===== config.mk =====
export PLATFORM = sky130hd
export DESIGN_NAME = fp16_result_writer
export DESIGN_NICKNAME = d
export VERILOG_FILES = /design/src/rtl/fpw_pkg.sv /design/src/rtl/lzc22.sv /design/src/rtl/fp16_result_writer.sv
export SDC_FILE = /design/constraint.sdc
export NUM_CORES = 1
export LEC_CHECK = 0
export ABC_AREA = 0
export ABC_CLOCK_PERIOD_IN_PS = 2800
export BUFFER_PORTS_ARGS = -buffer_cell sky130_fd_sc_hd__clkbuf_2
export CORE_MARGIN = 2
export CORE_UTILIZATION = 30
export DETAILED_ROUTE_END_ITERATION = 10
export SYNTH_ARGS = -nofsm -noshare
export SYNTH_HDL_FRONTEND = slang
export SYNTH_HIERARCHICAL = 1
export SYNTH_SLANG_ARGS = --single-unit

===== constraint.sdc =====
create_clock -name clk -period 2.8 [get_ports clk]
set_input_delay 0.14 -clock clk [delete_from_list [all_inputs] [get_ports clk]]
set_output_delay 0.14 -clock clk [all_outputs]
set_load 0.05 [all_outputs]

===== src/rtl/fpw_pkg.sv =====
// rtl/fpw_pkg.sv - shared constants, operand type and FSM encoding for fp16_result_writer
package fpw_pkg;

   localparam int UNI_BIAS     = 25;
   localparam int FP16_BIAS    = 15;
   localparam int UNI_MAN_W    = 22;
   localparam int UNI_EXP_W    = 6;
   localparam int FP16_EXP_MAX = 31;

   typedef struct packed {
      logic                 sgn;
      logic [UNI_EXP_W-1:0] exp;
      logic [UNI_MAN_W-1:0] man_dn;
   } uni_t;

   typedef enum logic [1:0] {
      ST_IDLE,
      ST_BUSY,
      ST_DONE
   } wr_state_e;

endpackage


===== src/rtl/lzc22.sv =====
// rtl/lzc22.sv - combinational leading-one position encoder for a 22-bit mantissa
module lzc22 (
   input  logic [21:0] din,
   output logic [4:0]  pos,
   output logic        zero
);

   // Scanning upward lets the highest set bit win.
   always_comb begin
      pos = '0;
      for (int i = 0; i < 22; i++) begin
         if (din[i]) begin
            pos = 5'(i);
         end
      end
   end

   assign zero = ~|din;

endmodule


===== src/rtl/fp16_result_writer.sv =====
// rtl/fp16_result_writer.sv - unified FPALU result to FP16 burst writer; FPW_ROUND_NEAREST_EN selects RNE, else truncation
module fp16_result_writer
   import fpw_pkg::*;
(
   input  logic        clk,
   input  logic        rst_n,
   input  logic        start,
   input  logic [8:0]  len,
   input  logic        in_valid,
   output logic        in_ready,
   input  logic        din_uni_y_sgn,
   input  logic [5:0]  din_uni_y_exp,
   input  logic [21:0] din_uni_y_man_dn,
   output logic        mem_we,
   output logic [8:0]  mem_addr,
   output logic [15:0] mem_wdata,
   output logic        done,
   output logic        flag_ovf,
   output logic        flag_unf
);

   wr_state_e   state_q, state_d;
   logic [8:0]  len_q, len_d;
   logic [8:0]  acc_cnt_q, acc_cnt_d;
   logic [8:0]  wr_cnt_q, wr_cnt_d;
   logic        s1_valid_q, s1_valid_d;
   uni_t        s1_op_q, s1_op_d;
   logic [4:0]  s1_pos_q, s1_pos_d;
   logic        s1_zero_q, s1_zero_d;
   logic        mem_we_q, mem_we_d;
   logic [8:0]  mem_addr_q, mem_addr_d;
   logic [15:0] mem_wdata_q, mem_wdata_d;
   logic        ovf_q, ovf_d;
   logic        unf_q, unf_d;

   uni_t        din_op;
   logic [4:0]  lzc_pos;
   logic        lzc_zero;
   logic        xfer;
   logic        last_wr;

   logic [21:0] s2_shifted;
   logic [9:0]  s2_mant;
   logic        s2_inc;
   logic [10:0] s2_mant_r;
   int          s2_exp;
   logic [15:0] s2_word;
   logic        s2_ovf;
   logic        s2_unf;

   assign din_op = {din_uni_y_sgn, din_uni_y_exp, din_uni_y_man_dn};

   lzc22 u_lzc (
      .din  (din_op.man_dn),
      .pos  (lzc_pos),
      .zero (lzc_zero)
   );

   assign xfer    = in_valid && in_ready;
   assign last_wr = mem_we_q && (mem_addr_q == len_q - 9'd1);

   always_ff @(posedge clk) begin
      if (!rst_n) begin
         state_q <= ST_IDLE;
      end else begin
         state_q <= state_d;
      end
   end

   always_comb begin
      state_d = state_q;
      if (start) begin
         state_d = (len == 9'd0) ? ST_DONE : ST_BUSY;
      end else if (state_q == ST_BUSY && last_wr) begin
         state_d = ST_DONE;
      end
   end

   // A start cycle never accepts data, so nothing from the old burst leaks in.
   always_comb begin
      in_ready = (state_q == ST_BUSY) && (acc_cnt_q < len_q) && !start;
      done     = (state_q == ST_DONE);
   end

   // Stage 2: align the leading one to bit 21, then round and pack.
   always_comb begin
      s2_shifted = s1_op_q.man_dn << (5'(UNI_MAN_W - 1) - s1_pos_q);
      s2_mant    = 10'(s2_shifted >> 11);
`ifdef FPW_ROUND_NEAREST_EN
      s2_inc     = s2_shifted[10] & ((|s2_shifted[9:0]) | s2_mant[0]);
`else
      s2_inc     = 1'b0;
`endif
      s2_mant_r  = {1'b0, s2_mant} + {10'd0, s2_inc};
      s2_exp     = int'(s1_op_q.exp) - UNI_BIAS + FP16_BIAS - (UNI_MAN_W - 1)
                 + int'(s1_pos_q) + int'(s2_mant_r[10]);
      s2_ovf     = 1'b0;
      s2_unf     = 1'b0;
      if (s1_zero_q) begin
         s2_word = {s1_op_q.sgn, 15'd0};
      end else if (s2_exp >= FP16_EXP_MAX) begin
         s2_word = {s1_op_q.sgn, 5'h1F, 10'd0};
         s2_ovf  = 1'b1;
      end else if (s2_exp <= 0) begin
         s2_word = {s1_op_q.sgn, 15'd0};
         s2_unf  = 1'b1;
      end else begin
         s2_word = {s1_op_q.sgn, 5'(s2_exp), s2_mant_r[9:0]};
      end
   end

   always_comb begin
      len_d       = len_q;
      acc_cnt_d   = acc_cnt_q;
      wr_cnt_d    = wr_cnt_q;
      s1_valid_d  = s1_valid_q;
      s1_op_d     = s1_op_q;
      s1_pos_d    = s1_pos_q;
      s1_zero_d   = s1_zero_q;
      mem_we_d    = mem_we_q;
      mem_addr_d  = mem_addr_q;
      mem_wdata_d = mem_wdata_q;
      ovf_d       = ovf_q;
      unf_d       = unf_q;
      if (start) begin
         len_d      = len;
         acc_cnt_d  = '0;
         wr_cnt_d   = '0;
         s1_valid_d = 1'b0;
         mem_we_d   = 1'b0;
         mem_addr_d = '0;
         ovf_d      = 1'b0;
         unf_d      = 1'b0;
      end else begin
         s1_valid_d = xfer;
         if (xfer) begin
            s1_op_d   = din_op;
            s1_pos_d  = lzc_pos;
            s1_zero_d = lzc_zero;
            acc_cnt_d = acc_cnt_q + 9'd1;
         end
         mem_we_d = s1_valid_q;
         if (s1_valid_q) begin
            mem_addr_d  = wr_cnt_q;
            wr_cnt_d    = wr_cnt_q + 9'd1;
            mem_wdata_d = s2_word;
            ovf_d       = ovf_q | s2_ovf;
            unf_d       = unf_q | s2_unf;
         end
      end
   end

   always_ff @(posedge clk) begin
      if (!rst_n) begin
         len_q       <= '0;
         acc_cnt_q   <= '0;
         wr_cnt_q    <= '0;
         s1_valid_q  <= 1'b0;
         s1_op_q     <= '0;
         s1_pos_q    <= '0;
         s1_zero_q   <= 1'b0;
         mem_we_q    <= 1'b0;
         mem_addr_q  <= '0;
         mem_wdata_q <= '0;
         ovf_q       <= 1'b0;
         unf_q       <= 1'b0;
      end else begin
         len_q       <= len_d;
         acc_cnt_q   <= acc_cnt_d;
         wr_cnt_q    <= wr_cnt_d;
         s1_valid_q  <= s1_valid_d;
         s1_op_q     <= s1_op_d;
         s1_pos_q    <= s1_pos_d;
         s1_zero_q   <= s1_zero_d;
         mem_we_q    <= mem_we_d;
         mem_addr_q  <= mem_addr_d;
         mem_wdata_q <= mem_wdata_d;
         ovf_q       <= ovf_d;
         unf_q       <= unf_d;
      end
   end

   assign mem_we    = mem_we_q;
   assign mem_addr  = mem_addr_q;
   assign mem_wdata = mem_wdata_q;
   assign flag_ovf  = ovf_q;
   assign flag_unf  = unf_q;

endmodule


Word level (Yosys, flattened, before mapping)
Index checks and enable logic that the tools add are counted.

operators by class
  add/subtract/negate cells = 8
  magnitude comparators = 3
  equality and inequality tests = 3
  shift operators = 1
  mux-type cells = 32
  bitwise logic cells = 4
  reductions and logical operators = 13

operators with widths
  kind                                                                               count
  15-bit 2-to-1 mux                                                                  3
  4-bit 2-to-1 mux                                                                   8
  5-bit 2-to-1 mux                                                                   6
  22-bit OR reduction                                                                1
  22-bit by 5-bit << shifter with 21-bit output                                      1
  9-bit by 1-bit adder with 9-bit output, second input constant                      2
  3-bit 2-to-1 mux                                                                   4
  9-bit by 6-bit adder with 10-bit output                                            1
  10-bit by 6-bit >= comparator with 1-bit output, second input constant             1
  10-bit by 1-bit less-or-equal comparator with 1-bit output, second input constant  1
  2-bit 2-to-1 mux                                                                   5
  9-bit == test                                                                      1
  9-bit logical NOT                                                                  1
  9-bit less-than comparator                                                         1
  8-bit by 6-bit subtractor with 9-bit output, second input constant                 1
  9-bit by 1-bit subtractor with 9-bit output, second input constant                 1
  7-bit by 5-bit adder with 8-bit output, second input constant                      1
  6-bit by 5-bit subtractor with 7-bit output, second input constant                 1
  1-bit 2-to-1 mux                                                                   6
  1-bit logical AND                                                                  5
  5-bit subtractor, first input constant                                             1
  2-bit AND reduction                                                                2
  2-bit by 1-bit == test with 1-bit output, second input constant                    1
  2-bit == test, second input constant                                               1
  other kinds (5)                                                                    8

word-level totals
  register bits = 93
  input port bits = 42
  output and inout bits = 30
  logic and storage cells = 79

Longest topological paths before layout
  depth in word-level cells = 21
  depth in mapped cells = 15

Modules after synthesis
The synthesis kept the hierarchy.

by module, submodules not included
  module              times used  cells each  area each (um^2)  seq. area each (um^2)
  fp16_result_writer  1           608         5104.9            1841.8
  lzc22               1           40          232.7             0.0

Worst setup path after synthesis
OpenSTA, ideal clock, no wires.

  kind = register to register
  from = register s1_op_q[22] in the netlist's numbering
  to = register mem_wdata_q[0] (netlist: mem_wdata[0])
  library setup time = 0.087 ns
  arrival = 2.806 ns
  data required time = 2.713 ns
  path slack = -0.093 ns
  cell stages (with the launch flop) = 16
  path buffers = 1
  period minus slack after synthesis = 2.893 ns
  path through = dfxtp_1 -> inv_1 -> ha_1 -> nand2b_1 -> nand2_1 -> xor2_1 -> ha_1 -> inv_1 -> ha_1 -> nand2_1 -> nor3_1 -> nor4b_1 -> o21ai_1 -> or3_1 -> clkbuf_2 -> o31ai_1

between the ends
  cells in the longest elaborated chain, start to end = 8
  elaborated cells between the ends (all ways) = 9
  those cells by class = add/sub: 4; order compare: 2; mux: 3

RTL lines
  element                                                     line                       text
  from (decl)                                                 fp16_result_writer.sv:27   uni_t s1_op_q, s1_op_d;
  from (signal assigned)                                      fp16_result_writer.sv:172  s1_op_q <= s1_op_d;
  6-bit by 5-bit subtractor with 7-bit output *               fp16_result_writer.sv:95   s2_exp = int'(s1_op_q.exp) - UNI_BIAS + FP16_BIAS - (UNI_MAN_W - 1)
  7-bit by 5-bit adder with 8-bit output *                    fp16_result_writer.sv:95
  8-bit by 6-bit subtractor with 9-bit output *               fp16_result_writer.sv:95
  9-bit by 6-bit adder with 10-bit output *                   fp16_result_writer.sv:96   + int'(s1_pos_q) + int'(s2_mant_r[10]);
  10-bit by 1-bit less-or-equal comparator with 1-bit output  fp16_result_writer.sv:104  end else if (s2_exp <= 0) begin
  15-bit 2-to-1 mux                                           fp16_result_writer.sv:104
  15-bit 2-to-1 mux *                                         fp16_result_writer.sv:101  end else if (s2_exp >= FP16_EXP_MAX) begin
  15-bit 2-to-1 mux *                                         fp16_result_writer.sv:99   if (s1_zero_q) begin
  to (signal assigned)                                        fp16_result_writer.sv:177  mem_wdata_q <= mem_wdata_d;
  to (decl)                                                   fp16_result_writer.sv:32   logic [15:0] mem_wdata_q, mem_wdata_d;

Mark *: on every way between the ends. The rest lies on a longest branch, timed or not.
A chain may end at the register's enable or synchronous reset.

Worst setup path in the final report
  from = register s1_op_q[23] in the netlist's numbering
  to = register mem_wdata_q[2] (netlist: mem_wdata[2])

Same word-level chain as after synthesis.

==> results by group <==
Worst setup path
  • Kind of cell adding the most delay to the critical path: adder cells
  • Critical path's largest stage delay: 430 ps
  • Worst setup SP type: flip-flop
  • Crit path DAT: 2980 ps
  • Slowest-stage cell, CP: or3_4
  • CP bufs+invs: 2
  • CP Cell Sequence: inv_2 -> ha_4 -> ha_4 -> inv_2 -> ha_4 -> fa_2 -> a21oi_2 -> o21bai_1 -> xnor2_1 -> o21ai_2 -> or3_4 -> o31ai_1
  • Critical path type: reg -> reg
  • Worst path most repeated cell: ha_4
  • Critical Path Sink Type: flip-flop
  • Critical Path RT: 3050 ps
  • Crit Path Max Fanout: 5

Pwr
  • Max IR drop VDD: 0.303 mV
  • P per Cell Area: 454 nW/um2
  • Total power: 2.93 mW
  • Leak: 2.47 nW

Logic synthesis
  • Synth Warn #: 6
  • Sequential area share after synthesis: 0.345
  • Yosys reg bits: 92
  • Distinct cells, synth: 55
  • Synth Cell Area: 5340 um2
  • Syn Inst Count: 648
  • Ys flop type: dfxtp_1
  • EDFF count, synth: 0
  • Syn Nets: 715
  • Share of synthesized flip-flops with an asynchronous set or reset: 0
  • Syn_area_per_cell: 8.24 um2

Drt
  • Remaining DRCs: 0
  • Final WL: 13.0 mm
  • Vias: 4690
  • Routed len/inst: 13.8 um
  • Number of DRC markers in iteration 0: 306
  • Post-DR vias/cell: 4.96
  • Antenna Violating Nets Remaining: 0
  • Pre-antenna DRT Iters: 4

Floorplanning
  • Die area: 18900 um2
  • Rows: 48
  • Die Y: 137 um
  • IO Count: 72
  • Chip Width: 137 um
  • Core ar.: 17400 um2
  • Starting density of the core: 0.308

Global route
  • Global Route Usage Sum: 0.143
  • Pin count of the biggest net entering global routing: 73
  • Vias in the first global route: 4238
  • GRT overflow: 0
  • First-pass GRT wire length: 21.5 mm
  • Initial antenna violation count: 0

Clocking
  • Clock buffer depth: 2
  • CTS Sinks: 92
  • TritonCTS Buffers: 9
  • Postcts setup bufs: 0
  • Hold_buf cts: 0
  • TritonCTS clock tree: done
  • H-tree depth: 3
  • Clk_lat worst skew: 350 ps
  • Clock transition at the registers of the reported paths: 70 ps
  • CTS Root Cell: clkbuf_16

STA
  • Fmax: 367 MHz
  • RSZ-0062 raised after global routing: yes
  • Hold Violations, Final: 0
  • Worst-Margin Slew: 991 ps
  • Setup violators final: 0
  • Final Slew Violations: 0
  • Period utilisation layout: 0.974
  • Max_slew headroom: 0.335
  • WHS: 13.1 ps
  • Fin crit period: 2730 ps
  • Layout Skew: 9.62 ps

Placed design
  • Final Wtd Congestion: 0.846
  • Port bufs: 71
  • Placed cell areas: 6050 um2
  • Post-detail-place hpwl: 9.93 mm

Finish
  • Share of cells above drive strength 1: 0.218
  • Area Growth Syn to Fin: 21.2%
  • Commonest cells after routing, fill and taps aside: 90 x dfxtp_1, 72 x nand2_1, 71 x clkbuf_2
  • Most common cell after layout, fill and taps aside: dfxtp_1
  • Area of the multi-input gates: 3410 um2
  • N_diodes: 0
  • Fin util: 0.373
  • Fillers: 1785
  • Nets: 784
  • Register Area: 1840 um2
  • Final instance area: 6470 um2

Job
  • Max-cap violation count: 0

Status
  • Outcome: finished clean

Hold path
  • Min-Delay Path Class: in -> reg
-- where the power goes --
group / switching (mW) / internal [mW] / total (mW)
logic: 0.224 / 0.175 / 0.399
clock network: 0.495 / 0.687 / 1.18
registers: 0.0234 / 1.33 / 1.35
total: 0.743 / 2.19 / 2.93
-- sequential cells by signal, indices dropped and copies added, names as in the netlist --
signal	count
s1_op_q	28
mem_wdata	16
acc_cnt_q	9
len_q	9
mem_addr	9
wr_cnt_q	9
s1_pos_q	5
state_q	2
flag_ovf	1
flag_unf	1
mem_we	1
s1_valid_q	1
s1_zero_q	1
-- layer usage --
metal  routed length (um)  part of all wire  GRT usage
met1                 6970              0.53      0.218
met2                 5270              0.40      0.198
met3                  565             0.043     0.0294
met4                  231             0.018     0.0475
met5                    0                 0          0
-- what timing repair did --
item / in CTS / in global routing
gates cloned: 0 / 1
pin swaps: 1 / 17
endpoints found under the setup margin: 10 / 15
gates resized for setup: 6 / 25
-- metrics by stage --
| stage | setup WS (ps) | setup TNS [ps] | std cells |
|---|---|---|---|
| after floorplan | 23.2 | 0 | 648 |
| after global placement | -84.0 | -677 | 931 |
| after detailed placement | -113 | -974 | 931 |
| after CTS | 11.7 | 0 | 945 |
| after global routing | -67.3 | -300 | 946 |
| final | 74.1 | 0 | 946 |
-- cell families after synthesis --
group | Yosys count | share of synthesized area
AOI/OAI and AO/OA | 133 | 0.150
xor gates and xnor gates | 30 | 0.0506
adders and majority gates | 25 | 0.0600
buffers and inverters | 67 | 0.0495
DFF | 92 | 0.345
muxes | 57 | 0.130
and+or+nand+nor | 244 | 0.216
-- worst min-delay path: stages --
cell	delay [ps]
clkbuf_2	80
nand2_1	40
o21ai_0	60
-- cell type report --
cell class / instances / area share
Multi-Input combinational cell: 490 / 0.527
Sequential cell: 92 / 0.285
Timing Repair Buffer: 93 / 0.0824
Tap cell: 225 / 0.0435
Clock buffer: 11 / 0.0360
Inverter: 31 / 0.0180
Clock inverter: 4 / 0.00793
-- synth_stat cells (all sizes together), types with 2 or more instances --
master / count / area (um2)
a211o: 2 / 17.5
o21ai: 66 / 330
nand3b: 3 / 22.5
buf: 16 / 71.3
o21bai: 3 / 22.5
a221oi: 3 / 32.5
a22o: 3 / 26.3
a21oi: 22 / 110
and3: 2 / 12.5
mux4: 9 / 203
dfxtp: 92 / 1840
xor2: 14 / 130
nor2b: 4 / 25.0
a31oi: 5 / 31.3
a22oi: 2 / 15.0
or4: 4 / 30.0
o41ai: 3 / 26.3
nor4: 9 / 62.6
nor3: 10 / 50.1
o211ai: 5 / 37.5
xnor2: 16 / 140
mux2i: 41 / 410
nand2b: 7 / 43.8
o311ai: 2 / 17.5
inv: 31 / 116
o31ai: 8 / 60.1
clkbuf: 20 / 76.3
nand2: 73 / 274
ha: 24 / 300
nand4: 8 / 50.1
nor2: 60 / 225
mux2: 7 / 78.8
or3: 11 / 68.8
a21o: 3 / 22.5
nand3: 47 / 235
-- worst paths after layout --
kind                     from            to  slack (ps)  cells after the start
max reg2reg       s1_op_q[23]  mem_wdata[2]          70                     12
min          din_uni_y_exp[3]   s1_op_q[25]          10                      3
min reg2reg      mem_wdata[6]  mem_wdata[6]         450                      2
max               s1_op_q[23]  mem_wdata[2]          70                     12
Note: power is estimated with default switching activity, not from simulation.
